==> config.mk <==
export PLATFORM = sky130hd
export DESIGN_NAME = layernorm_var_acc
export DESIGN_NICKNAME = d
export VERILOG_FILES = /design/src/rtl/layernorm_var_acc.sv
export SDC_FILE = /design/constraint.sdc
export NUM_CORES = 1
export LEC_CHECK = 0
export ABC_AREA = 1
export CORE_MARGIN = 2
export CORE_UTILIZATION = 55
export CTS_CLUSTER_DIAMETER = 30
export DETAILED_ROUTE_END_ITERATION = 16
export PLACE_DENSITY_LB_ADDON = 0.1
export SLEW_MARGIN = 20
export SYNTH_ARGS = -nofsm -noshare
export SYNTH_HDL_FRONTEND = slang
export SYNTH_SLANG_ARGS = --single-unit
export TNS_END_PERCENT = 100
==> constraint.sdc <==
create_clock -name clk -period 13 [get_ports clk]
set_input_delay 3.25 -clock clk [delete_from_list [all_inputs] [get_ports clk]]
set_output_delay 3.25 -clock clk [all_outputs]
set_load 0.05 [all_outputs]
==> src/rtl/layernorm_var_acc.sv <==
// rtl/layernorm_var_acc.sv - streaming N*sum(x^2) - (sum x)^2 pre-stage for the LayerNorm sqrt
module layernorm_var_acc #(
  parameter  int I_W = 8,
  parameter  int N   = 64,
  parameter  int D_W = 32,
  localparam int S_W = I_W + $clog2(N),
  localparam int Q_W = 2 * I_W + $clog2(N)
) (
  input  logic                  clk,
  input  logic                  rst,
  input  logic                  enable,
  input  logic                  in_valid,
  input  logic signed [I_W-1:0] din,
  output logic                  out_valid,
  output logic [D_W-1:0]        qout,
  output logic signed [S_W-1:0] sum_out,
  output logic                  sat
);

  localparam int CW     = $clog2(N);
  localparam int NB     = $clog2(N + 1);
  localparam int P1_W   = Q_W + NB;
  localparam int P2_W   = 2 * S_W;
  localparam int DIFF_W = ((P1_W > P2_W) ? P1_W : P2_W) + 1;

  logic [CW-1:0]         cnt;
  logic signed [S_W-1:0] sum_acc, sum_cap;
  logic [Q_W-1:0]        sumsq_acc, sumsq_cap;
  logic                  v1, v2;
  logic [P1_W-1:0]       p1;
  logic [P2_W-1:0]       p2;

  logic signed [S_W-1:0]   din_ext;
  logic signed [2*I_W-1:0] din_sq;
  logic [Q_W-1:0]          din_sq_ext;
  logic signed [P2_W-1:0]  sum_sq;
  logic [DIFF_W-1:0]       diff;
  logic                    diff_neg, diff_ovf;

  assign din_ext    = S_W'(din);
  assign din_sq     = din * din;
  // The square of a signed value is never negative, so zero-extension is exact.
  assign din_sq_ext = Q_W'($unsigned(din_sq));
  assign sum_sq     = sum_cap * sum_cap;
  assign diff       = DIFF_W'(p1) - DIFF_W'(p2);
  assign diff_neg   = diff[DIFF_W-1];
  assign diff_ovf   = (diff >> D_W) != '0;

  always_ff @(posedge clk) begin
    if (rst) begin
      cnt       <= '0;
      sum_acc   <= '0;
      sumsq_acc <= '0;
      sum_cap   <= '0;
      sumsq_cap <= '0;
      v1        <= 1'b0;
      v2        <= 1'b0;
      p1        <= '0;
      p2        <= '0;
      out_valid <= 1'b0;
      qout      <= '0;
      sum_out   <= '0;
      sat       <= 1'b0;
    end else if (enable) begin
      v1 <= 1'b0;
      if (in_valid) begin
        if (cnt == CW'(N - 1)) begin
          sum_cap   <= sum_acc + din_ext;
          sumsq_cap <= sumsq_acc + din_sq_ext;
          sum_acc   <= '0;
          sumsq_acc <= '0;
          cnt       <= '0;
          v1        <= 1'b1;
        end else begin
          sum_acc   <= sum_acc + din_ext;
          sumsq_acc <= sumsq_acc + din_sq_ext;
          cnt       <= cnt + 1'b1;
        end
      end

      v2 <= v1;
      if (v1) begin
        p1 <= P1_W'(sumsq_cap) * P1_W'(N);
        p2 <= $unsigned(sum_sq);
      end

      out_valid <= v2;
      if (v2) begin
        sum_out <= sum_cap;
        // Negative diff cannot happen for real data; clamp to zero defensively.
        if (diff_neg) begin
          qout <= '0;
          sat  <= 1'b0;
        end else if (diff_ovf) begin
          qout <= '1;
          sat  <= 1'b1;
        end else begin
          qout <= D_W'(diff);
          sat  <= 1'b0;
        end
      end
    end
  end

endmodule

==> impl_results.md, run 1 <==
- M3 GR Usage: 3.29%
- Max rail drop VDD: roughly 0.00013 V
- Antenna diode count: 0
- Initial antenna violation count: 1
- Routed wire length: 46,800 µm
- Post-DRT Antenna Nets: 0
- CP Capture Type: flop
- Main flop type after synthesis: dfxtp_1
- Layout cells sized above 1: around 4.3%
- Final period util: between 60% and 70%
- Power per Cell Area: just over 100 nW/µm²
- Worst R2R Setup Slack: just over 6 ns
- Drt pass-1 iters: 8
- GPL Wtd Cong: slightly above 0.9
- Synthesized instance count: between 2,000 and 3,000
- Crit-path max FO: 18
- Number of fill cells in the layout: 3,374
- Worst min path class: reg -> reg
- Placement Setup Slack: roughly 3.7 ns
- CTS sink cnt: between 150 and 200
- DRC: 0
- Final Max Slew Viols: 0
- WL per Instance: 14.8 µm
- Final setup TNS: 0 ns
- Maximum clock frequency: 113 MHz
- Placed standard-cell area: 20,100 µm²
- Yosys Warn Count: 0
- Most common cell after layout, fill and taps aside: nand2_1
- PortBufs: between 50 and 60
- DP HPWL: ~38,000 µm
- Crit path max-delay cell type: clkdlybuf4s50_1
- Power Total: 0.00208 W
- Rows: 68
- CTS H-tree depth: 4
- R2r endpoint: p2[25]
- Status: complete, no violations
- Synth cell types: between 40 and 50
- Met2 Use GR: between 40% and 50%
- Clk buf depth: 2
- GR Util met1: between 30% and 40%
- Largest net degree at the start of global routing: 79
- Avg Synthesized Cell Area: approximately 7.1 µm²
- Worst skew pair latency: between 0.4 and 0.5 ns
- Final WS setup: 4.15 ns
- Post-synth EDFFs: 0
- Area grow syn2layout: 7.41%
- CTS Buf Count: 17
- Least-Margin Pin Slew: between 0.9 and 1 ns
- Vias per cell: slightly above 5
- Effective utilization at floorplan: around 56%
- Top Ports: 60
- Endpoint required time on the critical path: about 13 ns
- Register area share after synthesis: 17.8%
- Number of synthesized register bits: roughly 170
- Core Area: approximately 35,000 µm²
- Vias post-DR: 16,300
- Post-Place Cells: 3,138
- Grt peak-use layer: met2
- Finished Layout Cells: 3,168
- Commonest cells after routing, fill and taps aside: nand2_1, inv_1, fa_1
- Clock-pin transition on the worst setup and hold timing paths: roughly 0.07 ns
- CP endpoint: sumsq_acc[18]
- Initial drt markers: between 900 and 1,000
- # Post-CTS Setup Buffers: 0
- Worst reg2reg path depth: 23
- P_leak: around 11 nW
- Global Route Usage Sum: roughly a quarter
- Async SR Flop Fraction: 0%
- Final Cell Area: a little over 20,000 µm²
- Die width: roughly 190 µm
- First-pass GRT wire length: between 70,000 and 80,000 µm
- Die H: ~190 µm
- Hold Fails Final Rpt: 0
- Slew headroom: between 30% and 40%
- Worst path max stage delay: 0.91 ns
- Vias in the first global route: ~16,000
- Max cap viols: 0
- Critical Path AT: about 9.1 ns
- Die area: 36,500 µm²
- Nets: around 3,100
- TritonCTS clock tree: built
- Unrepaired setup endpoints after global routing: false
- Root buf cell: clkbuf_16
- Endpoints failing setup: 0
- Reg2reg start: sum_cap[13]
- Final Critical Period: 8.85 ns
- Clk_skew: 0.0103 ns
- Critical path startpoint: din[7]
- Critical path class: in -> reg
- Resize count post-CTS: 0
- Synthesized cell area: around 19,000 µm²
- Hold Buf Count CTS: 0
- Total congestion overflow: 0
- Most frequent cell on the critical path: nand2_1
- CP Launch Type: input port
synthesized netlist by cell type, types with 2 or more instances:
master    count  share of area (%)
inv_1       614                 12
clkbuf_1     59                1.2
nand4_1      38                1.2
nand2_2      18               0.58
a21oi_1     175                4.5
o21ai_0     135                3.5
a21o_1        2              0.078
or2_2         7               0.23
dfxtp_1     171                 18
nand3_2      13               0.68
xor2_1       40                1.8
o21bai_1     11               0.43
nand2_1     665                 13
fa_1        223                 23
nand3_1     134                3.5
nor2_1      131                2.6
buf_2         5               0.13
buf_4         6               0.23
a31oi_1       3              0.098
inv_2         6               0.12
ha_1        145                9.4
o21ai_1       3              0.078
nor2_4        3               0.18
o22ai_1       2              0.065
buf_1         6               0.12
clkinv_1      2              0.039
and2_1        4               0.13
buf_6         2               0.12
nor3_1       12               0.31
xnor2_1      15               0.68
o211ai_1      2              0.078
buf_12        2               0.21
nor2_2        2              0.065
a21oi_2      20               0.91
nand3b_1      8               0.31
sequential cells by signal (all words and copies together), names as in the netlist, 6 cells and up:
| signal | flops |
|---|---|
| cnt | 6 |
| sum_cap | 14 |
| sumsq_cap | 22 |
| p2 | 27 |
| sum_acc | 14 |
| sumsq_acc | 22 |
| sum_out | 14 |
| qout | 27 |
| p1 | 22 |
per-layer routing:
| layer | routed length (µm) | share of wire (%) |
|---|---|---|
| met1 | 21300 | 45 |
| met2 | 22600 | 48 |
| met4 | 886 | 1.9 |
| met5 | 16 | 0.034 |
| met3 | 2050 | 4.4 |
power breakdown:
group	switching (W)	internal (W)
clock network	0.000238	0.000307
registers	0.0000112	0.000541
logic	0.000636	0.000348
total	0.000884	0.00120
area by class of cell:
| class | instances | area, µm² | share of cell area (%) |
|---|---|---|---|
| multi-input cells | 1825 | 13100 | 63.5 |
| clock inverters | 13 | 181 | 0.877 |
| inverters | 623 | 2340 | 11.3 |
| repair buffers | 64 | 611 | 2.95 |
| clock buffers | 17 | 425 | 2.06 |
| flip-flops and latches | 171 | 3420 | 16.6 |
| well taps | 455 | 569 | 2.75 |
worst min path at each step:
stage                    endpoint  slack (ns)  cells past startpoint          start
floorplan            sumsq_cap[0]        0.41                      2   sumsq_cap[0]
global placement     sumsq_cap[0]        0.43                      2   sumsq_cap[0]
detailed placement   sumsq_cap[0]        0.44                      2   sumsq_cap[0]
CTS                  sumsq_cap[0]        0.45                      2   sumsq_cap[0]
global route        sumsq_cap[21]        0.47                      2  sumsq_cap[21]
finish               sumsq_cap[0]        0.45                      2   sumsq_cap[0]
through the flow:
step                      util (%)  hold slack (ns)
after floorplan                  -            0.414
after global placement        58.1            0.428
after detailed placement      58.1            0.436
after CTS                     59.9            0.451
after global routing          59.9            0.474
final                         59.9            0.449
cell families after synthesis:
kind of cell	Yosys count	synth area share [%]
adder cells (fa/ha/maj)	368	32.6
other	1	0.0195
AO/OA/AOI/OAI	357	9.97
AND/OR/NAND/NOR	1040	23.0
buffers and inverters	703	14.1
flip-flops	171	17.8
XOR/XNOR	55	2.50
critical path, delay by kind of cell:
family | cells | cell delay (ns)
simple gates | 15 | 1.69
fa+ha+maj | 6 | 2.55
buf+inv | 6 | 1.31
compound gates | 3 | 0.33
Power figures use the tool's default switching activity.
==> inputs of run 2 (changes only) <==
==> constraint.sdc (replaced) <==
create_clock -name clk -period 8.6 [get_ports clk]
set_input_delay 2.15 -clock clk [delete_from_list [all_inputs] [get_ports clk]]
set_output_delay 2.15 -clock clk [all_outputs]
set_load 0.05 [all_outputs]
==> impl_results.md, run 2 (same netlist as run 1, synthesis figures left out) <==
- Worst path max stage delay: 0.63 ns (-0.28 ns)
- Top Ports: 60 (unchanged)
- CTS H-tree depth: 4 (unchanged)
- P_leak: 11.3 nW (-0.14%)
- Pint: 0.00177 W (+48%)
- Power per Cell Area: 150 nW/µm² (+49%)
- PortBufs: 54 (unchanged)
- Final Cell Area: 20,600 µm² (-0.15%)
- Crit-path max FO: 12 (-6)
- CTS sink cnt: 171 (unchanged)
- Sequential share of power: 27.0% (+0.4 points)
- Nets: 3,081 (-0.032%)
- Max layer used: met4
- Clk buf depth: 2 (unchanged)
- Switching pwr: 0.00132 W (+50%)
- Commonest cells after routing, fill and taps aside: nand2_1, inv_1, fa_1
- DRC: 0 (unchanged)
- Final period util: between 80% and 90%
- Drt pass-1 iters: 7 (-1)
- Largest net degree at the start of global routing: 72 (-8.9%)
- Final setup TNS: 0 ns (unchanged)
- CP Launch Type: input port
- Endpoints failing setup: 0 (unchanged)
- Initial antenna violation count: 0 (-1)
- Die area: 36,500 µm² (unchanged)
- Placed standard-cell area: 20,100 µm² (about the same)
- Resize count post-CTS: 0 (unchanged)
- Slew headroom: 39.4% (+0.85 points)
- M1 WL: 21,400 µm (+0.89%)
- GPL Wtd Cong: 0.927 (+2.2%)
- Critical Path AT: 7.80 ns (-1.34 ns)
- Maximum clock frequency: about 130 MHz
- Hold Buf Count CTS: 0 (unchanged)
- Total congestion overflow: 0 (unchanged)
- Vias per cell: 5.17 (+0.26%)
- Status: complete, no violations
- Core Area: 34,500 µm² (unchanged)
- Worst R2R Setup Slack: 1.83 ns (-4.30 ns)
- Worst skew pair latency: 0.45 ns (about the same)
- Endpoint required time on the critical path: 8.90 ns (-4.40 ns)
- Final WS setup: 1.10 ns (-3.05 ns)
- Met3 wire length: 1670 µm (-18%)
- Routed met2 length: 22,400 µm (-0.88%)
- CP Capture Type: flop
- Most frequent cell on the critical path: nand2_1
- Least-Margin Pin Slew: 0.908 ns (-0.0139 ns)
- TritonCTS clock tree: built
- First-pass GRT wire length: 76,300 µm (-0.88%)
- Most common cell after layout, fill and taps aside: nand2_1
- Antenna diode count: 0 (unchanged)
- CTS Buf Count: 17 (unchanged)
- Crit path max-delay cell type: clkdlybuf4s50_1
- Die width: 191 µm (unchanged)
- DP HPWL: 37,900 µm (+0.41%)
- Root buf cell: clkbuf_16
- Clock network power share: 25.0% (-1.2 points)
- Clk_skew: 0.0159 ns (+0.00558 ns)
- Gate power share: 48.0% (+0.7 points)
- Initial drt markers: 904 (-4.6%)
- Die H: 191 µm (unchanged)
- Routed wire length: 46,300 µm (-0.98%)
- Layout cells sized above 1: 4.31% (+0.035 points)
- Clock-pin transition on the worst setup and hold timing paths: 0.07 ns (about the same)
- Post-DRT Antenna Nets: 0 (unchanged)
- Final Critical Period: roughly 7.5 ns
- Vias post-DR: 16,400 (+0.29%)
- Rows: 68 (unchanged)
- Hold Fails Final Rpt: 0 (unchanged)
- WL per Instance: 14.6 µm (-1.0%)
- Worst min path class: reg -> reg
- Effective utilization at floorplan: 55.7% (unchanged)
- Sw Share: 42.9% (+0.33 points)
- # Post-CTS Setup Buffers: 0 (unchanged)
- Max rail drop VDD: 0.000160 V (+24%)
- Critical path class: in -> reg
- Max cap viols: 0 (unchanged)
- Area grow syn2layout: 7.25%
- Final Max Slew Viols: 0 (unchanged)
- Placement Setup Slack: 0.587 ns (-3.11 ns)
- Largest regs: p2 x27, qout x27
- Vias in the first global route: 15,700 (+0.42%)
- Global Route Usage Sum: 26.1% (-0.42 points)
- Unrepaired setup endpoints after global routing: false
[run 2: critical path: cells and delay by family]
| kind | cells | cell delay (ns) |
|---|---|---|
| buf+inv | 8 | 1.07 |
| simple gates | 14 | 1.67 |
| fa+ha+maj | 6 | 2.58 |
| compound gates | 3 | 0.33 |
[run 2: path summary, 6_finish.rpt]
check	start	end	depth (start not counted)
min reg2reg	sumsq_cap[0]	sumsq_cap[0]	2
max reg2reg	sum_cap[13]	p2[25]	23
max	din[0]	sumsq_acc[17]	31
min	sumsq_cap[0]	sumsq_cap[0]	2
[run 2: layout make-up]
cell class / instances / area (µm²)
clock buffer: 20 / 457
sequential: 171 / 3420
inverter: 623 / 2340
multi-input combinational: 1825 / 13100
tap: 455 / 569
fill: 3280 / 13900
clock inverter: 12 / 124
timing repair buffer: 63 / 603
[run 2: through the flow]
| stage | hold WS [ns] | total power (W) | instances | util, % |
|---|---|---|---|---|
| 2_1_floorplan | 0.414 | 0.00201 | 2699 | - |
| 3_3_place_gp | 0.435 | 0.00230 | 3137 | 58.1 |
| 3_5_place_dp | 0.430 | 0.00233 | 3137 | 58.1 |
| 4_1_cts | 0.447 | 0.00311 | 3169 | 59.8 |
| 5_1_grt | 0.482 | 0.00335 | 3169 | 59.8 |
| 6_report | 0.443 | 0.00309 | 3169 | 59.8 |
[run 2: per-layer routing]
layer | global-route usage (%) | vias to the layer above
met5 | 0 | -
met4 | 7.13 | 0
met3 | 2.94 | 53
met2 | 44.7 | 307
met1 | 35.0 | 7803
li1 | - | 8232
[run 2: power groups by stage]
stage,registers (W),logic [W],clock network [W]
6_report,0.000836,0.00148,0.000772
5_1_grt,0.000838,0.00168,0.000824
4_1_cts,0.000836,0.00149,0.000787
3_5_place_dp,0.000854,0.00148,0
3_3_place_gp,0.000853,0.00145,0
2_1_floorplan,0.000848,0.00117,0
